### src/rtl/reaction_timer_pkg.sv
// Shared types and constants for the reaction timer display path.
// State encoding, default converter sizing and the saturated BCD value.
package reaction_timer_pkg;

    localparam logic IDLE_ENC  = 1'b0;
    localparam logic SHIFT_ENC = 1'b1;

    typedef enum logic {
        IDLE  = IDLE_ENC,
        SHIFT = SHIFT_ENC
    } state_t;

    localparam int DEF_BIN_W  = 20;
    localparam int DEF_DIGITS = 6;

    localparam logic [4*DEF_DIGITS-1:0] BCD_NINES = {DEF_DIGITS{4'h9}};

endpackage

### src/rtl/bin_to_bcd_converter_bcd_add3.sv
// Double-dabble correction cell: a nibble of 5 or more gets 3 added.
// Purely combinational, never carries into a neighbouring nibble.
module bcd_add3
    import reaction_timer_pkg::*;
(
    input  logic [3:0] din,
    output logic [3:0] dout
);

    always_comb begin
        dout = (din >= 4'd5) ? din + 4'd3 : din;
    end

endmodule

### src/rtl/bin_to_bcd_converter.sv
// Sequential binary-to-BCD converter, one double-dabble step per clock.
// Optional saturation on overflow: define BIN2BCD_SATURATE_EN.
module bin_to_bcd_converter
    import reaction_timer_pkg::*;
#(
    parameter int BIN_W  = DEF_BIN_W,
    parameter int DIGITS = DEF_DIGITS
) (
    input  logic                  CLK,
    input  logic                  RST,
    input  logic                  START,
    input  logic [BIN_W-1:0]      BIN,
    output logic                  BUSY,
    output logic                  DONE,
    output logic [4*DIGITS-1:0]   BCD,
    output logic                  OVF
);

    localparam int BW = 4 * DIGITS;
    localparam int CW = $clog2(BIN_W + 1);
    localparam logic [CW-1:0] LAST = CW'(BIN_W - 1);

    state_t          state;
    logic [BIN_W-1:0] bin_q;
    logic [BW-1:0]   work;
    logic [BW-1:0]   corr;
    logic [BW-1:0]   next_work;
    logic [CW-1:0]   cnt;

    for (genvar i = 0; i < DIGITS; i++) begin : g_add3
        bcd_add3 u_add3 (
            .din  (work[4*i +: 4]),
            .dout (corr[4*i +: 4])
        );
    end

    assign next_work = {corr[BW-2:0], bin_q[BIN_W-1]};

`ifdef BIN2BCD_SATURATE_EN
    logic carry;
    logic carry_nxt;
    // Any bit pushed out of the top digit means the value needs another digit.
    assign carry_nxt = carry | corr[BW-1];
`else
    logic unused_top;
    assign unused_top = corr[BW-1];
`endif

    always_ff @(posedge CLK) begin
        if (RST) begin
            state <= IDLE;
            bin_q <= '0;
            work  <= '0;
            cnt   <= '0;
            BUSY  <= 1'b0;
            DONE  <= 1'b0;
            BCD   <= '0;
            OVF   <= 1'b0;
`ifdef BIN2BCD_SATURATE_EN
            carry <= 1'b0;
`endif
        end else begin
            DONE <= 1'b0;
            case (state)
                IDLE: begin
                    if (START) begin
                        bin_q <= BIN;
                        work  <= '0;
                        cnt   <= '0;
                        BUSY  <= 1'b1;
                        state <= SHIFT;
`ifdef BIN2BCD_SATURATE_EN
                        carry <= 1'b0;
`endif
                    end
                end
                SHIFT: begin
                    bin_q <= bin_q << 1;
                    work  <= next_work;
                    cnt   <= cnt + 1'b1;
`ifdef BIN2BCD_SATURATE_EN
                    carry <= carry_nxt;
`endif
                    if (cnt == LAST) begin
`ifdef BIN2BCD_SATURATE_EN
                        BCD <= carry_nxt ? {DIGITS{4'h9}} : next_work;
                        OVF <= carry_nxt;
`else
                        BCD <= next_work;
                        OVF <= 1'b0;
`endif
                        DONE  <= 1'b1;
                        BUSY  <= 1'b0;
                        state <= IDLE;
                    end
                end
                default: begin
                    state <= IDLE;
                    BUSY  <= 1'b0;
                end
            endcase
        end
    end

endmodule

### config.mk
export PLATFORM = sky130hd
export DESIGN_NAME = bin_to_bcd_converter
export DESIGN_NICKNAME = d
export VERILOG_FILES = /design/src/rtl/reaction_timer_pkg.sv /design/src/rtl/bin_to_bcd_converter_bcd_add3.sv /design/src/rtl/bin_to_bcd_converter.sv
export SDC_FILE = /design/constraint.sdc
export NUM_CORES = 1
export LEC_CHECK = 0
export CAP_MARGIN = 20
export CORE_UTILIZATION = 49
export DETAILED_ROUTE_END_ITERATION = 7
export PLACE_DENSITY_LB_ADDON = 0.2
export SETUP_SLACK_MARGIN = 0.15
export SLEW_MARGIN = 20
export SYNTH_ARGS = -nofsm -noshare
export SYNTH_HDL_FRONTEND = slang
export SYNTH_SLANG_ARGS = --single-unit
### constraint.sdc
create_clock -name CLK -period 1.5 [get_ports CLK]
set_clock_uncertainty 0.1 [all_clocks]
set_input_delay 0.375 -clock CLK [delete_from_list [all_inputs] [get_ports CLK]]
set_output_delay 0.375 -clock CLK [all_outputs]
set_load 0.05 [all_outputs]
==> metrics.txt, run 1 <==
outcome complete, but fails checks; failing checks negative setup slack; Critical Path Max Stage Delay 0.34 ns; Post-DP HPWL 5240 um; HP Class reg2reg; Avg WL per Cell 19.1 um; clk buf depth 2; Reg2Reg Depth 6; final net count 502; max layer used met4; sequential share of the synthesized area 44.9%; Rows 29; core footprint 6490 um2; max_cap viols 0; first-pass GRT wire length 14,400 um; Final Core Density 84.6%; DRT Wirelength 10,400 um; WP data required 1.70 ns; yosys warns 0; Routability Congestion 0.793; antenna cells 0; Setup crit end kind register; total number of vias 3,242; CP max FO 17; slowest stage cell, crit path dfxtp_2; Layout Area Growth over Synthesis 62.2%; Avg Cell Area, Syn 9.21 um2; Post-Syn Area 3390 um2; largest net degree at the start of global routing 48; P_int 3.17 mW; Die Footprint 7250 um2; clock share of power 40.6%; Syn Nets 404; Rel. slew slack 60.0%; starting DRC count in detailed routing 182; die height 85.2 um; vias in the first global route 3,051; register area 1610 um2; All-Layer GR Usage 26.1%; RSZ-0062 raised after global routing yes; Die X 85.2 um; Root Buffer clkbuf_8; number of fill cells in the layout 318; clk_lat worst skew 0.36 ns; met2 wire length 5600 um; layout cells sized above 1 49.6%; sequential fraction of design power 49.3%; Sw Ratio 24.6%; starting density of the core 52.2%; H-tree depth 3; DRC Markers 0; FMAX 645 MHz; Logic pwr share 10.1%; Slew Viols, Final 0; grt total ovfl 0; # setup viols final 12; initial antenna violation count 0; First-pass DRT Iterations 5; Slew @ Worst Pin 0.597 ns; CP arrival 1.75 ns; clock sink count 76; Port Buffers 48; number of antenna-violating nets in the routed design 0; hold path depth 2; Worst-path clk slew 0.08 ns; worst path cell trace ha_4 -> and2_4 -> buf_6 -> a31oi_4 -> buf_12 -> a22o_1; met3 WL 488 um; DR vias/cell 5.93; register bit total from synthesis 76; DRT met1 WL 3890 um; IO Pins 50; synth unique cells 33; synthesized instance count 368; TNS Setup -0.184 ns; PD cells 765 nW/um2; final worst path period share 103%; Setup CP Type reg2reg; multi-input logic area 2160 um2; final hold violation count 0; Worst IR Drop VDD 0.897 mV; leakage power figure 2.13 nW; Sw Pwr 1.03 mW; minimum clock period 1.55 ns; final worst setup slack -0.0492 ns; CTS tree done; Worst setup SP type register; CTS buffer count 9; Setup WS pre-CTS -0.549 ns
==> final timing paths <==
kind / start / slack, ns / end
hold / removal: BCD[11] / 0.38 / BCD[11]
hold reg to reg: BCD[11] / 0.38 / BCD[11]
setup reg to reg: cnt[1] / -0.05 / BCD[22]
setup / recovery: cnt[1] / -0.05 / BCD[22]
==> metal layers <==
layer / up-vias / global-route usage (%)
li1: 1485 / -
met1: 1574 / 27.1
met2: 141 / 48.8
met3: 42 / 4.86
met4: 0 / 15.1
met5: - / 0
==> cells in the mapped netlist <==
library cell  instances  area share [%]
o21ai_0              17             2.5
and2_2                1            0.22
a31oi_4               1            0.63
a21oi_1              46             6.8
a211oi_1              2            0.44
clkbuf_1              5            0.55
or2_4                 1            0.26
nor2_1               44             4.9
mux2i_1              27             8.0
buf_2                10             1.5
nand3_1              10             1.5
clkinv_4              1            0.26
nor2b_1               2            0.37
nor3b_1              18             4.0
buf_6                 2            0.66
o21a_1                1            0.22
nor3_2                1            0.30
xnor2_1               6             1.6
xor2_1                1            0.26
ha_1                 13             4.8
nor3_1                2            0.30
nor2_2                1            0.18
conb_1                1            0.11
a22o_1               25             6.5
nand2b_1              7             1.3
inv_1                14             1.6
a31oi_1               1            0.18
nand2_1              17             1.9
buf_4                 2            0.44
dfxtp_1              76              45
or3b_2                1            0.26
buf_1                 2            0.22
o21ai_2              10             2.6
==> registers in the layout, summed over array words and instances, names as in the netlist <==
signal and cells:
BCD 24, work 24, bin_q 20, cnt 5, BUSY 1, DONE 1
state 1
==> worst max-delay path, delay by kind of cell (launching register included) <==
kind | cells | cell delay, ns
compound gates | 2 | 0.43
fa+ha+maj | 1 | 0.16
buf+inv | 2 | 0.30
flops | 1 | 0.34
simple gates | 1 | 0.16
==> placed cells by master, fill, tap and decap left out, types with 12 or more instances in the layout <==
cell and instances:
buf_4 42, a21oi_1 35, clkdlybuf4s50_1 20, nand2_1 14, o21ai_1 12, dfxtp_1 32
ha_4 13, a22o_1 25, nor2_1 44, buf_12 29, dfxtp_2 32, dfxtp_4 12
mux2i_1 21
==> logic make-up (layout without fill, tap and decap cells) <==
kind of cell               after synthesis  after routing  synth area share (%)
DFF                                     76             76                  44.9
xor gates and xnor gates                 7              7                  1.81
muxes                                   27             27                  7.98
and+or+nand+nor                        105            105                  15.4
other                                    1              1                 0.111
adders and majority gates               13             13                  4.80
AOI/OAI and AO/OA                      103            103                  19.8
buffers and inverters                   36            138                  5.17
==> timing repair <==
item | CTS | global route
hold buffers | 0 | 0
buffers inserted | 15 | 13
pin swaps | 22 | 30
setup endpoints to repair | 98 | 63
gates cloned | 2 | 2
gates resized for setup | 119 | 52
endpoints found under the hold margin | 0 | 0
==> final cells by class <==
| type | instances | area share, % |
|---|---|---|
| clock buffer | 9 | 2.25 |
| clock inverter | 6 | 1.46 |
| inverter | 15 | 1.66 |
| multi-input combinational | 256 | 39.4 |
| sequential | 76 | 29.2 |
| tap | 77 | 1.75 |
| timing repair buffer | 108 | 24.3 |
==> power by group through the flow <==
stage / Combinational, mW / Sequential, mW / Clock [mW]
3_5_place_dp: 0.344 / 2.13 / 0
2_1_floorplan: 0.207 / 2.13 / 0
4_1_cts: 0.382 / 2.08 / 1.67
6_report: 0.427 / 2.07 / 1.71
5_1_grt: 0.458 / 2.08 / 1.79
3_3_place_gp: 0.333 / 2.13 / 0
==> through the flow <==
| stage | hold slack, ns | area, um2 | std cells | power (mW) |
|---|---|---|---|---|
| 6_report | 0.378 | 5500 | 547 | 4.21 |
| 5_1_grt | 0.395 | 5500 | 547 | 4.33 |
| 4_1_cts | 0.381 | 5200 | 532 | 4.14 |
| 3_5_place_dp | 0.374 | 4400 | 500 | 2.48 |
| 3_3_place_gp | 0.363 | 4400 | 500 | 2.46 |
| 2_1_floorplan | 0.349 | 3460 | 368 | 2.34 |
Note: power is estimated with default switching activity, not from simulation.
==> run 2, diff against run 1 <==
CORE_UTILIZATION = 50   (was 49)
CTS_CLUSTER_DIAMETER = 100   (was default)
DONT_BUFFER_PORTS = 1   (was default)
RECOVER_POWER = 25   (was default)
==> run 2 against run 1 <==
  * Non-clock buffer count decreased by 56
  * Highest routed layer unchanged
  * Critical path type unchanged
  * Sequential share of layout area is 5.2 points higher
  * Largest cell class unchanged
  * The run ends with design-rule violations, negative hold slack left
  * Maximum frequency is 4.4% higher
  * Worst hold slack lost 0.38 ns
==> metrics.txt, run 2 (synthesis gave the netlist of run 1 again) <==
Die X 84.3 um (-0.98%); antenna cells 0 (unchanged); top flop regs BCD: 24 flops, work: 24 flops, bin_q: 20 flops; number of antenna-violating nets in the routed design 0 (unchanged); PD cells 838 nW/um2 (+9.5%); Routability Congestion 0.820 (+3.5%); final net count 447 (-11%); DR vias/cell 5.69 (-3.9%); die height 84.3 um (-0.98%); initial antenna violation count 0 (unchanged); Die Footprint 7110 um2 (-2.0%); layout cells sized above 1 45.8% (-3.8 points); CTS tree done; clock share of power 39.2% (-1.4 points); Reg2Reg Depth 6 (unchanged); All-Layer GR Usage 22.2% (-3.9 points); Slew Viols, Final 0 (unchanged); outcome complete, but fails checks; Critical R2R Capture BCD[1]; Worst setup SP type register; WP data required 1.63 ns (-0.07 ns); leakage power figure 1.77 nW (-17%); clk_lat worst skew 0.34 ns (-0.02 ns); Logic pwr share 7.1% (-3.0 points); DRT Wirelength 7990 um (-23%); Sw Pwr 898 uW (-13%); Rows 29 (unchanged); RSZ-0062 raised after global routing yes; Critical Path Max Stage Delay 0.34 ns (about the same); P_int 2.98 mW (-6.1%); CP arrival 1.62 ns (-0.13 ns); First-pass DRT Iterations 6 (+1); failing checks design-rule violations, negative hold slack; H-tree depth 3 (unchanged); worst path cell trace ha_4 -> and2_4 -> nand3_2 -> or2_4 -> clkinv_4 -> a22o_1; minimum clock period 1.48 ns (-0.0647 ns); total number of vias 2,801 (-14%); max_cap viols 0 (unchanged); CP max FO 7 (-10); FF-to-FF Start cnt[1]; grt total ovfl 0 (unchanged); WHS -0.000482 ns (-0.378 ns); total power 3.88 mW (-7.8%); CTS buffer count 9 (unchanged); clk buf depth 2 (unchanged); IO Pins 50 (unchanged); post-route cell area 4620 um2 (-16%); Register-to-Register Setup Slack 0.02 ns (+0.06 ns); Setup crit start cnt[1]; FMAX 674 MHz (+4.4%); commonest non-fill, non-tap cell in the layout nor2_1; Final Core Density 71.6% (-13 points); DRC Markers 6 (+6); clock sink count 76 (unchanged); sequential fraction of design power 53.7% (+4.4 points); hold path depth 1 (-1); Worst IR Drop VDD 0.611 mV (-32%); starting DRC count in detailed routing 105 (-42%); Post-DP HPWL 4510 um (-14%); starting density of the core 52.5% (+0.29 points); Hold EP bin_q[0]; vias in the first global route 2,710 (-11%); core footprint 6460 um2 (-0.56%); Setup crit end kind register; Avg WL per Cell 16.2 um (-15%); largest net degree at the start of global routing 38 (-21%); Sw Ratio 23.2% (-1.4 points); Layout Area Growth over Synthesis 36.5%; slowest stage cell, crit path dfxtp_2; Setup CP Type reg2reg; Port Buffers 0 (-100%); final worst path period share 99.0% (-4.3 points); placed cell areas 3660 um2 (-17%); most frequent cells in the layout nor2_1 (45), dfxtp_2 (37), a21oi_1 (34); final hold violation count 1 (+1); Root Buffer clkbuf_8; # setup viols final 0 (-12); HP Class in2reg; first-pass GRT wire length 12,500 um (-14%); Worst-path clk slew 0.07 ns (about the same); hold path start RST
-- run 2: cell types whose count changed in the layout (fill, tap and decap cells not counted), sizes merged --
cell           change
buf               -33
clkdlybuf4s50     -20
clkbuf             +3
clkinv             -2
dlygate4sd2        -2
bufbuf             -1
bufinv             -1
dlygate4sd3        +1
-- run 2: metrics by stage --
stage | setup TNS (ns) | setup slack, ns | cells
floorplan | 0 | 0.0938 | 368
global placement | 0 | 0.00914 | 454
CTS | 0 | 0.0337 | 483
detailed placement | -0.00785 | -0.00559 | 454
global route | -0.606 | -0.0456 | 492
finish | 0 | 0.0154 | 492
-- run 2: worst max-delay path by stage --
stage                    to  slack (ns)  cells past startpoint
global placement    BCD[18]       0.009                      6
CTS                 BCD[14]        0.03                      6
detailed placement  BCD[18]      -0.006                      6
finish               BCD[1]        0.02                      6
floorplan           BCD[14]        0.09                      7
global route         BCD[6]       -0.05                      6
-- run 2: routing by layer --
layer	wire, um	global-route usage, %
met1	3500	26.0
met2	3950	37.6
met3	384	5.41
met4	157	12.1
met5	0	0
-- run 2: cell type report --
type	count	area [um2]
tap	77	96.3
timing repair inverter	1	8.76
timing repair buffer	52	483
clock buffer	13	149
fill	463	1830
multi-input combinational	256	2170
inverter	15	88.8
sequential	76	1590
clock inverter	2	35.0
-- run 2: critical path, delay by kind of cell, from the launching register on --
kind | cells | cell delay [ns]
AO/OA/AOI/OAI | 1 | 0.20
AND/OR/NAND/NOR | 3 | 0.44
buffers and inverters | 1 | 0.13
adder cells (fa/ha/maj) | 1 | 0.16
flip-flops | 1 | 0.34
-- run 2: repair_timing --
item	in CTS	in global routing
pin swaps	33	35
buffers inserted	13	6
cloned	1	1
hold endpoints to repair	32	28
gates resized for setup	94	72
setup endpoints to repair	71	70
-- run 2: power groups by stage --
stage | registers, mW | clock network [mW] | logic (mW)
floorplan | 2.13 | 0 | 0.207
global placement | 2.14 | 0 | 0.227
detailed placement | 2.14 | 0 | 0.231
CTS | 2.08 | 1.55 | 0.240
global route | 2.08 | 1.63 | 0.307
finish | 2.08 | 1.52 | 0.276
